$ cat config.mk
export PLATFORM = sky130hd
export DESIGN_NAME = pwm_duty_slew
export DESIGN_NICKNAME = d
export VERILOG_FILES = /design/src/rtl/pwm_duty_slew.sv
export SDC_FILE = /design/constraint.sdc
export NUM_CORES = 1
export LEC_CHECK = 0
export CAP_MARGIN = 10
export CORE_UTILIZATION = 52
export DETAILED_ROUTE_END_ITERATION = 16
export GPL_ROUTABILITY_DRIVEN = 1
export PLACE_DENSITY = 0.83
export SLEW_MARGIN = 25
export SYNTH_ARGS = -nofsm -noshare
export SYNTH_HDL_FRONTEND = slang
export SYNTH_SLANG_ARGS = --single-unit
$ cat constraint.sdc
create_clock -name clk -period 4.3 [get_ports clk]
set_clock_uncertainty 0.2 [all_clocks]
set_input_delay 0.43 -clock clk [delete_from_list [all_inputs] [get_ports clk]]
set_output_delay 0.43 -clock clk [all_outputs]
set_load 0.01 [all_outputs]
$ cat src/rtl/pwm_duty_slew.sv
// rtl/pwm_duty_slew.sv - duty-cycle slew limiter feeding the PWM duty input
// Optional target synchronizer enabled by DUTY_SLEW_SYNC_EN.
module pwm_duty_slew #(
    parameter int DUTY_W = 4,
    parameter int RATE_W = 4
) (
    input  logic              clk,
    input  logic              rst_n,
    input  logic              ena,
    input  logic [DUTY_W-1:0] target,
    input  logic [RATE_W-1:0] rate,
    input  logic              period_start,
    output logic [DUTY_W-1:0] duty,
    output logic              busy,
    output logic              step
);

    typedef enum logic {IDLE, WAIT} state_t;

    state_t            state;
    logic [RATE_W-1:0] icnt;
    logic [DUTY_W-1:0] target_s;
    logic [DUTY_W-1:0] next_duty;

`ifdef DUTY_SLEW_SYNC_EN
    logic [DUTY_W-1:0] sync_q1;
    logic [DUTY_W-1:0] sync_q2;

    // Free-running: ena must not stall the view of the switches.
    always_ff @(posedge clk or negedge rst_n) begin
        if (!rst_n) begin
            sync_q1 <= '0;
            sync_q2 <= '0;
        end else begin
            sync_q1 <= target;
            sync_q2 <= sync_q1;
        end
    end

    assign target_s = sync_q2;
`else
    assign target_s = target;
`endif

    // Only used while duty != target_s, so the +/-1 can never wrap.
    always_comb begin
        next_duty = duty;
        if (target_s > duty)
            next_duty = duty + 1'b1;
        else if (target_s < duty)
            next_duty = duty - 1'b1;
    end

    always_ff @(posedge clk or negedge rst_n) begin
        if (!rst_n) begin
            state <= IDLE;
            icnt  <= '0;
            duty  <= '0;
            step  <= 1'b0;
        end else begin
            step <= 1'b0;
            if (ena) begin
                case (state)
                    IDLE: begin
                        if (target_s != duty) begin
                            state <= WAIT;
                            icnt  <= rate;
                        end
                    end
                    WAIT: begin
                        if (target_s == duty) begin
                            state <= IDLE;
                        end else if (period_start) begin
                            if (icnt == '0) begin
                                duty <= next_duty;
                                icnt <= rate;
                                step <= 1'b1;
                                if (next_duty == target_s)
                                    state <= IDLE;
                            end else begin
                                icnt <= icnt - 1'b1;
                            end
                        end
                    end
                    default: state <= IDLE;
                endcase
            end
        end
    end

    assign busy = (state == WAIT);

endmodule

# Yosys cells after proc, flatten, opt, wreduce, memory -nomap -nowiden
# Index checks and enable logic that the tools add are counted.
word_totals:
  ff_bits: 10
  inputBits: 12
  output_inout_bits: 6
classes:
  add_sub_neg: 3
  n_lt_le_gt_ge: 2
  n_eq_ne: 6
  n_mux: 18
  n_bitwise: 2
  reduce_logical: 3
ops:
  columns: ["op", "count"]
  rows:
  - ["$mux 4", 6]
  - ["$mux 1", 10]
  - ["$eq 4x4->1", 2]
  - ["$pmux 4 s2", 1]
  - ["$sub 4x1->4 const B", 2]
  - ["$ne 2x2->1 const B", 3]
  - ["$reduce_and 5->1", 1]
  - ["$add 4x1->4 const B", 1]
  - ["$gt 4x4->1", 1]
  - ["$logic_not 4->1", 1]
  - ["$lt 4x4->1", 1]
  - ["$ne 4x4->1", 1]
  - ["$reduce_and 4->1", 1]
  - ["$not 1->1", 2]
  - ["$pmux 1 s2", 1]

# Depth between registers and ports, before layout
# Gate-level depths: netlist (run 1).
depth:
  ltp_word: 9
  ltp_mapped: 9
  depth_no_buf: 9

# Least setup slack after synthesis (run 1)
# OpenSTA, ideal clock, no wires.
synth_path:
  path_kind: "reg-to-reg"
  from: "register duty[1]"
  to: "register state, in the netlist busy"
  setup_time_ns: 0.137
  arrival_ns: 1.964
  required_ns: 3.963
  slack_ns: 1.999
  stages_incl_launch_ff: 10
  path_buffers: 0
  synth_period_minus_slack_ns: 2.301
  cell_sequence: "dfrtp_1 inv_1 ha_1 nor2b_4 o211ai_2 nand2_2 mux2i_1 xnor2_1 nor4_2 o221ai_1"
synth_between:
  elab_chain_cells: 9
synth_rtl:
  columns: ["item", "line_no", "source"]
  rows:
  - ["from (decl)", "13", "output logic [DUTY_W-1:0] duty,"]
  - ["from (signal assigned)", "75", "duty <= next_duty;"]
  - ["$sub 4x1->4 or $lt 4x4->1 (tied branches)", "51, 50", null]
  - ["$mux 4", "50", "else if (target_s < duty)"]
  - ["$mux 4", "48", "if (target_s > duty)"]
  - ["$eq 4x4->1", "78", "if (next_duty == target_s)"]
  - ["$mux 1", "78", null]
  - ["$mux 1", "74", "if (icnt == '0) begin"]
  - ["$mux 1", "73", "end else if (period_start) begin"]
  - ["$mux 1", "71", "if (target_s == duty) begin"]
  - ["$pmux 1 s2 *", "63", "case (state)"]
  - ["to (signal assigned)", "66", "state <= WAIT;"]
  - ["to (signal assigned)", "72", "state <= IDLE;"]
  - ["to (signal assigned)", "79", "state <= IDLE;"]
  - ["to (decl)", "20", "state_t state;"]
# Every way passes the cells marked *; elsewhere a longest branch is shown, timed or not.
# A chain may end at the register's enable or synchronous reset.

# Final worst setup path (run 1)
layout_path:
  from: "input target[3]"
  to: "register state, in the netlist busy"
layout_between:
  elab_chain_cells: 9
layout_rtl:
  columns: ["item", "line_no", "source"]
  rows:
  - ["from (decl)", "10", "input logic [DUTY_W-1:0] target,"]
  - ["$lt 4x4->1", "50", null]
  - ["$mux 4", "50", null]
  - ["$mux 4", "48", null]
  - ["$eq 4x4->1", "78", null]
  - ["$mux 1", "78", null]
  - ["$mux 1", "74", null]
  - ["$mux 1", "73", null]
  - ["$mux 1", "71", null]
  - ["$pmux 1 s2 *", "63", null]
# Marked as above.

==> impl_metrics.csv, run 1 <==
group,metric,value,unit
worst_setup_path,crit_chain,"clkdlybuf4s50_1, ha_1, a21oi_1, nand2_2, mux2i_1, xnor2_1, nor4_2, o221ai_1",
placement,port_buffers,17,
synthesis,ys_ff_latch,10,
synthesis,synth_area_per_cell,8.76,um2
synthesis,syn-num-nets,108,
synthesis,synth.yosys.warnings,0,
sta,slew_viol_final,0,
global_routing,met2_usage,36.5,%
placement,gp_congestion,0.848,
synthesis,yosysSeqAreaShare,32.1,%
worst_setup_path,path_class,"in -> reg",
synthesis,syn-cell-area,779,um2
clocking,cts.htree.levels,1,
synthesis,syn_inst,89,
synthesis,netlist.area_leader.share,32.1,%
placement,hpwl,1.30,mm
worst_setup_path,critPathMaxFanout,5,
sta,finalCritPeriodShare,59.2,%
worst_setup_path,cp-start-kind,"input pin",
floorplanning,start_util,57.7,%
power_and_ir_drop,power.density,664,nW/um2
clocking,cts-hold-fix-buffers,0,
job,cap_violations,0,
worst_setup_path,r2r_slack,1.81,ns
global_routing,grt_pass1_wl,2.40,mm
clocking,root_buffer,"clkbuf_4",
drt,drc_errors,0,
floorplanning,core,1350,um2
floorplanning,die_h,40.7,um
sta,slew-limit-headroom,71.8,%
worst_setup_path,required,4.23,ns
worst_setup_path,slowest_stage,"clkdlybuf4s50_1",
floorplanning,die-area,1660,um2
sta,tns,0,ns
power_and_ir_drop,ir_drop,0.000348,V
clocking,cts.reportedPaths.clkPinSlew,0.06,ns
drt,num_vias,692,
worst_setup_path,reg2regPathDepth,9,
drt,wl_per_cell,12.8,um
global_routing,antenna_found_initial,0,
worst_setup_path,worstSetupEndpointType,"flop",
sta,period_needed,2.55,ns
floorplanning,num_io_pins,18,
synthesis,yosysTopAreaCell,"dfrtp_1",
synthesis,synth_common_cells,"dfrtp_1 (10), inv_1 (10), nor2_1 (9)",
cells_and_area,syn_to_final_growth,28.4,%
clocking,post_cts_resized,0,
sta,worstMarginPinSlew,0.422,ns
cells_and_area,nets,129,
synthesis,synthTopCellsByArea,"dfrtp_1 (32%), ha_1 (11%), xnor2_1 (6.7%), xor2_1 (5.6%), inv_1 (4.8%)",
synthesis,synth_edf_count,0,
global_routing,grt_pass1_vias,595,
sta,fmax,393,MHz
synthesis,ys.flop_type,"dfrtp_1",
global_routing,grt_use_met3,7.07,%
drt,drt_iter0_drc,20,
worst_setup_path,crit_path_max_incr_delay,0.45,ns
clocking,cts_made_buffers,3,
clocking,post_cts_buffers,0,
cells_and_area,drive_gt1_share,9.17,%
global_routing,grt.total_usage,22.1,%
floorplanning,rows,13,
power_and_ir_drop,p_leak,0.456,nW
synthesis,yosysUniqueCellTypes,29,
worst_setup_path,r2r-start,"duty[1]",
sta,hold_viol_final,0,
cells_and_area,antenna_cells,0,
drt,totalWireLength,1.59,mm
floorplanning,die_w,40.7,um
drt,ant_nets,0,
global_routing,grt_max_degree,11,
worst_setup_path,critPathArrivalTime,2.48,ns
worst_setup_path,rr_endpoint,"busy",
outcome,status,"complete, no violations",
global_routing,met1_usage,29.3,%
clocking,clockBufferDepth,2,
global_routing,grt.busiest_layer,"met2",
drt,avgViaCountPerCell,5.58,
clocking,insertion_delay,0.26,ns
synthesis,synthArstFlopShare,100,%
drt,firstDrtPassIters,4,
hold_path,hold_path_class,"in -> async",
clocking,cts_tree,"yes",
clocking,cts.sinks,10,
global_routing,overflow,0,
sta,rsz0062_at_grt,"no",
power_and_ir_drop,p_total,0.664,mW
sta,finalSetupViolCount,0,
## cell families (layout without fill, tap and decap cells)
family / after synthesis / after routing / synth area share, %
buf+inv: 11 / 31 / 5.30
simple gates: 32 / 32 / 23.3
xor+xnor: 11 / 11 / 12.4
mux: 1 / 1 / 1.28
fa+ha+maj: 7 / 7 / 11.2
flops: 10 / 10 / 32.1
compound gates: 17 / 17 / 14.4
## where the power goes
group	switching (mW)	total, mW	internal, mW
logic	0.198	0.391	0.193
registers	0.0585	0.192	0.133
clock network	0.0307	0.0821	0.0514
## placed cells by master (no fill, tap or decap), types with 2 or more instances in the layout
cell,synthesis,routed
dfrtp_1,10,10
xor2_1,5,5
nand2b_1,2,2
o21ai_0,3,3
nor3_1,3,3
clkbuf_4,0,3
clkdlybuf4s50_1,0,17
nand2_1,5,5
nand3_1,5,5
ha_1,7,7
a31oi_1,2,2
a21oi_1,6,6
inv_1,10,10
nor2_1,9,9
xnor2_1,6,6
## metal layers
| layer | vias to the layer above | part of all wire, % | wire length [um] |
|---|---|---|---|
| li1 | 347 | - | - |
| met1 | 321 | 47 | 752 |
| met2 | 24 | 47 | 748 |
| met3 | 0 | 5.6 | 89 |
| met4 | 0 | 0 | 0 |
| met5 | - | 0 | 0 |
## sequential cells by signal, summed over array words and instances (netlist names)
signal and count:
busy 1, duty 4, icnt 4, step 1
## final cells by class
| type | count | area, um2 |
|---|---|---|
| Fill cell | 106 | 349 |
| Tap cell | 15 | 18.8 |
| Inverter | 10 | 37.5 |
| Timing Repair Buffer | 17 | 170 |
| Multi-Input combinational cell | 68 | 488 |
| Clock buffer | 4 | 36.3 |
| Sequential cell | 10 | 250 |
## stage by stage
step           hold WS [ns]  utilization (%)  setup WS [ns]  cells  cell area (um2)
6_report              0.270             74.1           1.75    124             1000
5_1_grt               0.301             74.1           1.66    124             1000
4_1_cts               0.274             74.1           1.77    124             1000
3_5_place_dp          0.303             71.5           1.49    120              965
3_3_place_gp          0.300             71.5           1.57    120              965
2_1_floorplan       -0.0656                -           2.00     89              779
## how the worst max path moves through the flow
stage | start | endpoint | slack (ns) | cells past startpoint
detailed placement | target[1] | busy | 1.49 | 9
CTS | target[3] | busy | 1.77 | 8
global placement | target[1] | busy | 1.57 | 9
finish | target[3] | busy | 1.75 | 8
global route | target[3] | busy | 1.66 | 8
floorplan | duty[1] | busy | 2.00 | 9
## critical path, delay by kind of cell
family | cells | cell delay (ns)
compound gates | 2 | 0.48
buf+inv | 1 | 0.45
mux | 1 | 0.25
xor+xnor | 1 | 0.12
fa+ha+maj | 1 | 0.36
simple gates | 2 | 0.38
(Power assumes the default switching activity.)
==> inputs of run 2 (changes only) <==
CORE_UTILIZATION = 43   (was 52)
PLACE_DENSITY = 0.73   (was 0.83)
clock period = 2.27 ns   (was 4.3 ns; I/O delays follow)
==> run 2 against run 1 <==
Compared with the run above: via count is 14% higher; core utilization is 2.8 points lower; hold slack worse by 0.20 ns; critical endpoint unchanged; global-route usage is 2.3 points lower.
==> impl_metrics.csv, run 2 (synthesized netlist as in run 1, its figures left out) <==
group,metric,value,unit
floorplanning,die_w,44.6,um
global_routing,grt_pass1_vias,689,
sta,finalSetupViolCount,0,
drt,ant_nets,0,
worst_setup_path,r2r-start,"duty[1]",
cells_and_area,reg_top3,"duty (4), icnt (4)",
hold_path,hold_path_class,"in -> async",
sta,period_needed,2.20,ns
floorplanning,die_h,44.6,um
worst_setup_path,path_class,"reg -> reg",
drt,num_vias,788,
clocking,cts.htree.levels,1,
global_routing,overflow,0,
sta,rsz0062_at_grt,"yes",
floorplanning,die-area,1990,um2
placement,hpwl,1.39,mm
cells_and_area,nets,148,
cells_and_area,syn_to_final_growth,56.3,%
worst_setup_path,rr_endpoint,"busy",
placement,pre_cts_ws,-0.243,ns
sta,holdWs,0.0732,ns
placement,port_buffers,17,
drt,avgViaCountPerCell,5.15,
clocking,root_buffer,"clkbuf_4",
placement,gp_congestion,0.824,
cells_and_area,final_common_cell,"buf_4",
sta,worstMarginPinSlew,0.461,ns
job,cap_violations,0,
clocking,insertion_delay,0.27,ns
global_routing,antenna_found_initial,0,
worst_setup_path,worstSetupEndpointType,"flop",
clocking,cts.sinks,10,
sta,fmax,455,MHz
worst_setup_path,critPathArrivalTime,2.13,ns
clocking,cts_tree,"yes",
cells_and_area,antenna_cells,0,
global_routing,grt_pass1_wl,2.87,mm
floorplanning,num_io_pins,18,
worst_setup_path,r2r_slack,0.07,ns
worst_setup_path,cp-start-kind,"flop",
power_and_ir_drop,power.density,1250,nW/um2
power_and_ir_drop,p_leak,0.547,nW
drt,totalWireLength,1.99,mm
clocking,cts_made_buffers,3,
clocking,clockBufferDepth,2,
drt,drt_iter0_drc,20,
sta,slew_viol_final,0,
drt,firstDrtPassIters,5,
global_routing,grt_max_degree,11,
floorplanning,start_util,45.6,%
worst_setup_path,required,2.21,ns
sta,hold_viol_final,0,
worst_setup_path,critPathMaxFanout,4,
global_routing,grt.total_usage,19.7,%
floorplanning,core,1710,um2
sta,finalCritPeriodShare,96.7,%
floorplanning,rows,15,
cells_and_area,layout_common_cells,"buf_4 (18), clkdlybuf4s50_1 (16), inv_1 (9), nor2_1 (9), dfrtp_1 (9)",
drt,wl_per_cell,13.0,um
sta,slew-limit-headroom,69.2,%
power_and_ir_drop,ir_drop,0.000720,V
clocking,cts.reportedPaths.clkPinSlew,0.07,ns
drt,drc_errors,0,
cells_and_area,drive_gt1_share,29.7,%
sta,timing.final.ws_setup,0.0741,ns
outcome,status,"complete, no violations",
worst_setup_path,reg2regPathDepth,9,
## run 2: cell count changes in the layout (fill, tap and decap cells not counted), moves of 2 or more
cell | previous run | this run
a21oi_2 | 0 | 2
a21oi_1 | 6 | 3
ha_4 | 0 | 2
ha_1 | 7 | 4
buf_4 | 0 | 18
## run 2: final cells by class
class | count | area, um2
fill | 122 | 489
multi-input combinational | 68 | 553
tap | 25 | 31.3
timing repair buffer | 36 | 319
sequential | 10 | 251
inverter | 10 | 37.5
clock buffer | 4 | 26.3
## run 2: worst max path at each step
stage | start | end
CTS | duty[1] | busy
finish | duty[1] | busy
global route | duty[2] | busy
global placement | target[1] | busy
floorplan | duty[1] | busy
detailed placement | target[3] | busy
## run 2: repair_timing
action                                  CTS  global route
setup buffers                             2             2
hold buffers                              0             0
endpoints found under the setup margin    1             3
gates resized for setup                   3            11
pin swaps                                 2             8
## run 2: metrics by stage
step / instances / utilization, % / instance area, um2 / TNS, ns / power [mW]
floorplan: 89 / - / 781 / 0 / 0.878
global placement: 145 / 63.9 / 1090 / -0.365 / 1.20
detailed placement: 145 / 63.9 / 1090 / -0.553 / 1.22
CTS: 151 / 66.7 / 1140 / 0 / 1.40
global route: 153 / 71.4 / 1220 / -0.0469 / 1.64
finish: 153 / 71.4 / 1220 / 0 / 1.52
## run 2: critical path: stages, from the launching register on
cell and delay, ns:
dfrtp_2 0.41, inv_2 0.08, ha_4 0.20, nor2b_4 0.13, o211ai_4 0.24, a21oi_2 0.10, a31oi_2 0.22, xnor2_1 0.13
nor4_2 0.21, o221ai_1 0.15
## run 2: power by group
group	total, mW	internal (mW)	switching, mW
Sequential	0.330	0.254	0.0757
Combinational	1.06	0.554	0.509
Clock	0.129	0.0679	0.0611
Total	1.52	0.876	0.646
## run 2: metal layers
layer | track usage (%) | vias up | wire length (um)
li1 | - | 386 | -
met1 | 24.2 | 377 | 898
met2 | 34.1 | 19 | 968
met3 | 6.12 | 6 | 83
met4 | 3.64 | 0 | 44
met5 | 0 | - | 0
